$ cat src/rtl/rv32i_types.sv
// Shared RV32I / RVFI monitor types: commit packet layout, word and order types.
package rv32i_types;

  typedef logic [31:0] rv32i_word;
  typedef logic [63:0] rvfi_order_t;

  typedef struct packed {
    logic       commit;
    rv32i_word  inst;
    logic       trap;
    logic [4:0] rs1_addr;
    logic [4:0] rs2_addr;
    rv32i_word  rs1_rdata;
    rv32i_word  rs2_rdata;
    logic [4:0] rd_addr;
    rv32i_word  rd_wdata;
    rv32i_word  pc_rdata;
    rv32i_word  pc_wdata;
    rv32i_word  mem_addr;
    logic [3:0] mem_rmask;
    logic [3:0] mem_wmask;
    rv32i_word  mem_rdata;
    rv32i_word  mem_wdata;
  } RVFIMonPacket;

  localparam int unsigned RVFI_PKT_W   = $bits(RVFIMonPacket);
  localparam int unsigned RVFI_ORDER_W = $bits(rvfi_order_t);

endpackage

$ cat src/rtl/rvfi_fifo.sv
// Valid/ready FIFO with registered storage; a full FIFO still accepts when the
// head is popped in the same cycle. No combinational input-to-output bypass.
module rvfi_fifo #(
  parameter int unsigned WIDTH = 8,
  parameter int unsigned DEPTH = 4
) (
  input  logic             clk,
  input  logic             rst_n,
  input  logic             in_valid,
  input  logic [WIDTH-1:0] in_data,
  output logic             in_ready,
  output logic             out_valid,
  output logic [WIDTH-1:0] out_data,
  input  logic             out_ready
);

  localparam int unsigned PTR_W = (DEPTH > 1) ? $clog2(DEPTH) : 1;
  localparam int unsigned CNT_W = PTR_W + 1;

  logic [WIDTH-1:0] mem_q [DEPTH];
  logic [PTR_W-1:0] wptr_q, wptr_d;
  logic [PTR_W-1:0] rptr_q, rptr_d;
  logic [CNT_W-1:0] count_q, count_d;
  logic             push;
  logic             pop;

  // A full FIFO always has a valid head, so out_ready alone means a pop frees a slot.
  assign out_valid = (count_q != '0);
  assign in_ready  = (count_q < CNT_W'(DEPTH)) || out_ready;
  assign push      = in_valid && in_ready;
  assign pop       = out_valid && out_ready;
  assign out_data  = mem_q[rptr_q];

  always_comb begin
    wptr_d  = wptr_q;
    rptr_d  = rptr_q;
    count_d = count_q;
    if (push) wptr_d = wptr_q + PTR_W'(1);
    if (pop)  rptr_d = rptr_q + PTR_W'(1);
    case ({push, pop})
      2'b10:   count_d = count_q + CNT_W'(1);
      2'b01:   count_d = count_q - CNT_W'(1);
      default: count_d = count_q;
    endcase
  end

  always_ff @(posedge clk or negedge rst_n) begin
    if (!rst_n) begin
      wptr_q  <= '0;
      rptr_q  <= '0;
      count_q <= '0;
    end else begin
      wptr_q  <= wptr_d;
      rptr_q  <= rptr_d;
      count_q <= count_d;
    end
  end

  // Storage is not reset; occupancy alone decides what is valid.
  always_ff @(posedge clk) begin
    if (push) mem_q[wptr_q] <= in_data;
  end

endmodule

$ cat src/rtl/rvfi_commit_queue.sv
// RVFI commit queue: buffers committed packets, tags each with a retirement order.
// Optional PC-continuity checker enabled by defining RVFI_PC_CHECK_EN.
module rvfi_commit_queue
  import rv32i_types::*;
#(
  parameter int unsigned DEPTH = 4
) (
  input  logic         clk,
  input  logic         rst_n,
  input  RVFIMonPacket in_pkt,
  output logic         in_ready,
  output logic         out_valid,
  output RVFIMonPacket out_pkt,
  output logic [63:0]  out_order,
  input  logic         out_ready,
  output logic         pc_err
);

  localparam int unsigned ENTRY_W = RVFI_ORDER_W + RVFI_PKT_W;

  rvfi_order_t        order_q, order_d;
  logic               push;
  logic [ENTRY_W-1:0] fifo_out;

  assign push = in_pkt.commit && in_ready;

  always_comb begin
    order_d = order_q;
    if (push) order_d = order_q + 64'd1;
  end

  always_ff @(posedge clk or negedge rst_n) begin
    if (!rst_n) order_q <= '0;
    else        order_q <= order_d;
  end

  rvfi_fifo #(
    .WIDTH (ENTRY_W),
    .DEPTH (DEPTH)
  ) u_fifo (
    .clk       (clk),
    .rst_n     (rst_n),
    .in_valid  (in_pkt.commit),
    .in_data   ({order_q, in_pkt}),
    .in_ready  (in_ready),
    .out_valid (out_valid),
    .out_data  (fifo_out),
    .out_ready (out_ready)
  );

  assign out_order = fifo_out[ENTRY_W-1 -: RVFI_ORDER_W];
  assign out_pkt   = RVFIMonPacket'(fifo_out[RVFI_PKT_W-1:0]);

`ifdef RVFI_PC_CHECK_EN
  rv32i_word last_pc_q, last_pc_d;
  logic      have_last_q, have_last_d;
  logic      pc_err_q, pc_err_d;

  // Each pushed packet must start where the previous one said the next PC would be.
  always_comb begin
    last_pc_d   = last_pc_q;
    have_last_d = have_last_q;
    pc_err_d    = pc_err_q;
    if (push) begin
      if (have_last_q && (in_pkt.pc_rdata != last_pc_q)) pc_err_d = 1'b1;
      last_pc_d   = in_pkt.pc_wdata;
      have_last_d = 1'b1;
    end
  end

  always_ff @(posedge clk or negedge rst_n) begin
    if (!rst_n) begin
      last_pc_q   <= '0;
      have_last_q <= 1'b0;
      pc_err_q    <= 1'b0;
    end else begin
      last_pc_q   <= last_pc_d;
      have_last_q <= have_last_d;
      pc_err_q    <= pc_err_d;
    end
  end

  assign pc_err = pc_err_q;
`else
  assign pc_err = 1'b0;
`endif

endmodule

$ cat config.mk
export PLATFORM = sky130hd
export DESIGN_NAME = rvfi_commit_queue
export DESIGN_NICKNAME = d
export VERILOG_FILES = /design/src/rtl/rv32i_types.sv /design/src/rtl/rvfi_fifo.sv /design/src/rtl/rvfi_commit_queue.sv
export SDC_FILE = /design/constraint.sdc
export NUM_CORES = 1
export LEC_CHECK = 0
export CAP_MARGIN = 25
export CORE_MARGIN = 10
export CORE_UTILIZATION = 45
export DETAILED_ROUTE_END_ITERATION = 7
export PLACE_DENSITY = 0.72
export SETUP_SLACK_MARGIN = 0.3
export SYNTH_ARGS = -nofsm -noshare
export SYNTH_HDL_FRONTEND = slang
export SYNTH_SLANG_ARGS = --single-unit
export TNS_END_PERCENT = 10
$ cat constraint.sdc
create_clock -name clk -period 12.8 [get_ports clk]
set_clock_uncertainty 0.05 [all_clocks]
set_input_delay 1.28 -clock clk [delete_from_list [all_inputs] [get_ports clk]]
set_output_delay 1.28 -clock clk [all_outputs]
set_load 0.005 [all_outputs]
Word level (Yosys, flattened, before mapping):

Memory sizes are Yosys's and may differ from the RTL's.
Cells that the tools add are included.

* magnitude comparators: 1
* add/sub/neg operators: 5
* equality and inequality tests: 2
* multiplexer cells: 3
* reductions and logical operators: 5

Operator list (number)
* 64-bit by 1-bit adder with 64-bit output (second input constant): 1
* 3-bit one-hot mux with 2 select lines: 1
* 2-bit by 1-bit adder with 2-bit output (second input constant): 2
* 3-bit by 1-bit adder with 3-bit output (second input constant): 1
* 3-bit less-than comparator (second input constant): 1
* 3-bit nonzero test: 1
* 3-bit by 1-bit subtractor with 3-bit output (second input constant): 1
* 2-bit by 1-bit equality test with 1-bit output (second input constant): 1
* 2-bit equality test (second input constant): 1
* 1-bit logical AND: 2
* 1-bit 2-to-1 mux: 2
* 2-bit nonzero test: 1
* 1-bit logical OR: 1

* bits in writable memories: 1508
* memories kept: 1
* bits of input ports: 316
* bits in registers: 71
* output and inout bits: 380

Memory list
* u_fifo.mem_q: words 4, bits a word 377, rd ports 1, clocked after memory_dff 0, write ports 1, line rvfi_fifo.sv:20 `logic [WIDTH-1:0] mem_q [DEPTH];`

Depth between registers and ports, before layout:

* word-level depth: 5
* gate-level depth with buffers: 11
* mapped depth without buffers: 10

Cells and area by module:

A second synthesis with hierarchy kept.

* cells, all modules: 2281
* area total of the unflattened synthesis: 57874.3 µm²

Modules (own cells, without submodules)
* rvfi_fifo: area each 54822.6 µm², times used 1, cells an instance 2007
* rvfi_commit_queue: area each 3051.7 µm², times used 1, cells an instance 274

Worst setup path after synthesis:

No wires, ideal clock.

* path type: input -> register
* from: in out_ready
* to: mem u_fifo.mem_q[0][0] in the netlist's numbering, enable pin
* path slack: 1.713 ns
* stages on the path: 3
* library setup time: 0.792 ns
* buffers on the path: 0
* required time: 11.958 ns
* data arrival time: 10.244 ns
* cell sequence: and2b_1 > inv_1 > and3_1

* longest elaborated chain between the ends: 4

Ends and longest elaborated chain
* from (decl): line rvfi_commit_queue.sv:15 `input logic out_ready,`
* 1-bit logical OR: line rvfi_fifo.sv:29 `assign in_ready = (count_q < CNT_W'(DEPTH)) || out_ready;`
* net in_ready: line rvfi_commit_queue.sv:11 `output logic in_ready,`
* 1-bit logical AND: line rvfi_fifo.sv:30 `assign push = in_valid && in_ready;`
* 1-bit 2-to-1 mux: line rvfi_fifo.sv:61 `if (push) mem_q[wptr_q] <= in_data;`
* 1-bit 2-to-1 mux (not written as such): line rvfi_fifo.sv:61
* to (decl): line rvfi_fifo.sv:20

The timed path passes the listed nets, and every way through them passes these cells.

==> flow_summary.yaml <==
layout:
  fin_cells: 4882
  layout_common_cells: "1508 x edfxtp_1, 693 x clkdlybuf4s50_1, 377 x mux4_2, 157 x clkbuf_16, 69 x dfrtp_1"
  nFillCells: 9078
  fin_nets: 3413
  fin_area_mm2: 0.07159
  drive_gt1_share_pct: 20.04
  mostFrequentLayoutCell: "edfxtp_1"
  final_util_pct: 56.21
  area_delta_synth_final_pct: 24.17
clock_tree:
  cts_hold_buffers: 0
  tritoncts: "done"
  cts-root-buf: "clkbuf_16"
  htreeDepth: 4
  clkSinkCount: 1579
  clock_latency_ns: 0.77
  clk_path_buf_depth: 3
  clk_pin_slew_ns: 0.06
  postCtsSetupRepairBufs: 0
  ctsResizeCount: 0
  cts_buffers: 157
logic_synthesis:
  avgSynthCellArea_um2: 25.06
  syn_inst: 2301
  synthArstFlopShare_pct: 4.497
  synth_seq_cells: 1579
  postSynthNetCount: 2624
  seq_area_frac_synth_pct: 81.63
  yosysUniqueCellTypes: 35
  synth-edff-count: 1508
  ys.flop_type: "edfxtp_1"
  yosys_warnings: 0
  syn_area_mm2: 0.05765
timing:
  finalSetupViolCount: 0
  slew_headroom_pct: 23.36
  whs_ns: 0.2571
  fin_tns_setup_ns: 0
  fmax_mhz: 166.6
  worstMarginPinSlew_ns: 1.150
  fin_crit_sh_pct: 46.88
  rsz0062_at_grt: "no"
  hold_violations: 0
  slew_violations: 0
  min_period_ns: 6.001
  setup_slack_ns: 6.799
floorplanning:
  io_pins: 696
  die_area_mm2: 0.1428
  die_x_um: 377.9
  start_util_pct: 45.27
  core-area_mm2: 0.1274
  die_y_um: 377.9
  row_count: 131
grt:
  antenna_found_initial: 26
  grt_pass1_vias: 27490
  track_usage_pct: 17.49
  grt_max_degree: 138
  grt_overflow_total: 0
  grt_pass1_wl_um: 185700
hold_path:
  hp-class: "in -> async"
placed_design:
  post-dp-hpwl_um: 78900
  dp_slack_ns: 7.465
  place_area_mm2: 0.06667
  dp_cells: 4592
  port_buffers: 694
  gp_congestion: 0.7627
setup_path:
  cp_data_arrival_time_ns: 4.67
  r2r-end: "u_fifo.mem_q[0][102]"
  slowest_delay_ns: 1.07
  crit_type: "reg -> out"
  r2r_start: "u_fifo.count_q[2]"
  cp_max_fo: 127
  cp-start-kind: "flip-flop"
  path_cells: "buf_12, buf_4, mux4_2, clkdlybuf4s50_1"
  required_ns: 11.47
  r2r_slack_ns: 8.79
  critPathSlowestCell: "dfrtp_4"
  end_kind: "primary output"
  rr_worst_depth: 6
pwr:
  power.density_mw_per_mm2: 222.4
  total_leakage_power_nw: 23.08
  peakVddDrop_uv: 188.0
  power_mw: 15.92
drt:
  drt-total-wl_um: 127100
  vias: 26490
  drt_iter0_drc: 1854
  drt-wirelength-per-cell_um: 26.04
  via_per_inst: 5.425
  drtPass1Iterations: 5
  drc: 0
  ant_nets: 0
job:
  maxCapViolCount: 0
outcome:
  status: "completed"
[synth_stat cells, types with 2 or more instances]
library cell	number	share of area (%)
nand4_1	38	0.41
nand3_1	15	0.13
nand4_4	2	0.074
edfxtp_1	1508	79
buf_1	20	0.13
and2_1	3	0.033
ha_1	6	0.13
nor2_1	27	0.18
or3_1	4	0.043
buf_2	40	0.35
and3_1	8	0.087
clkbuf_1	29	0.19
nor3_1	10	0.087
nor4_2	4	0.087
inv_1	11	0.072
dfrtp_1	71	3.1
nor4_1	10	0.11
mux4_2	377	15
nand2_1	34	0.22
xnor2_1	35	0.53
nor4b_2	2	0.052
xor2_1	34	0.52
[flip-flops by register name, indices dropped and copies added, names as in the netlist]
name	count
order_q	64
u_fifo.count_q	3
u_fifo.mem_q	1508
u_fifo.rptr_q	2
u_fifo.wptr_q	2
[worst max-delay path by stage]
stage / startpoint / endpoint / cells after the start
finish: u_fifo.rptr_q[1] / out_pkt[237] / 4
global placement: out_ready / u_fifo.mem_q[0][238] / 7
detailed placement: out_ready / u_fifo.mem_q[0][216] / 7
floorplan: out_ready / u_fifo.mem_q[0][0] / 3
global route: u_fifo.rptr_q[1] / out_pkt[78] / 4
CTS: u_fifo.rptr_q[1] / out_pkt[78] / 4
[metal layers]
| layer | vias up | GRT usage (%) | share of wire (%) |
|---|---|---|---|
| met5 | - | 0 | 0.15 |
| met4 | 28 | 7.221 | 3.7 |
| met3 | 239 | 6.229 | 8.5 |
| met2 | 879 | 27.93 | 50 |
| met1 | 13930 | 21.77 | 38 |
| li1 | 11410 | - | - |
[cell type report]
| cell class | instances | area [um2] | area share, % |
|---|---|---|---|
| clock inverter | 75 | 678.2 | 0.9473 |
| antenna | 12 | 30.03 | 0.04195 |
| tap | 1662 | 2079 | 2.905 |
| inverter | 11 | 41.29 | 0.05768 |
| timing repair buffer | 721 | 7330 | 10.24 |
| multi-input combinational | 620 | 10170 | 14.21 |
| clock buffer | 202 | 4188 | 5.850 |
| sequential | 1579 | 47070 | 65.75 |
[critical path: cells and delay by family (launching register included)]
| family | cells | cell delay [ns] |
|---|---|---|
| flip-flops | 1 | 1.07 |
| buffers and inverters | 3 | 2.05 |
| multiplexers | 1 | 0.36 |
[cell families (layout without fill, tap and decap cells)]
logic type | after synthesis | in the layout | share of synthesized area, %
DFF | 1579 | 1579 | 81.63
muxes | 378 | 378 | 14.74
and+or+nand+nor | 164 | 164 | 1.641
buffers and inverters | 102 | 1009 | 0.7596
xor gates and xnor gates | 69 | 69 | 1.048
adders and majority gates | 7 | 7 | 0.1649
other | 1 | 13 | 0.006504
AOI/OAI and AO/OA | 1 | 1 | 0.008673
[report_power, final]
part / total (mW) / leakage [nW] / internal [mW] / switching [mW]
registers: 6.81 / 14.7 / 6.56 / 0.247
logic: 4.79 / 5.97 / 2.60 / 2.19
clock network: 4.32 / 2.38 / 2.43 / 1.89
No activity file was read; power rests on OpenSTA's default activity.
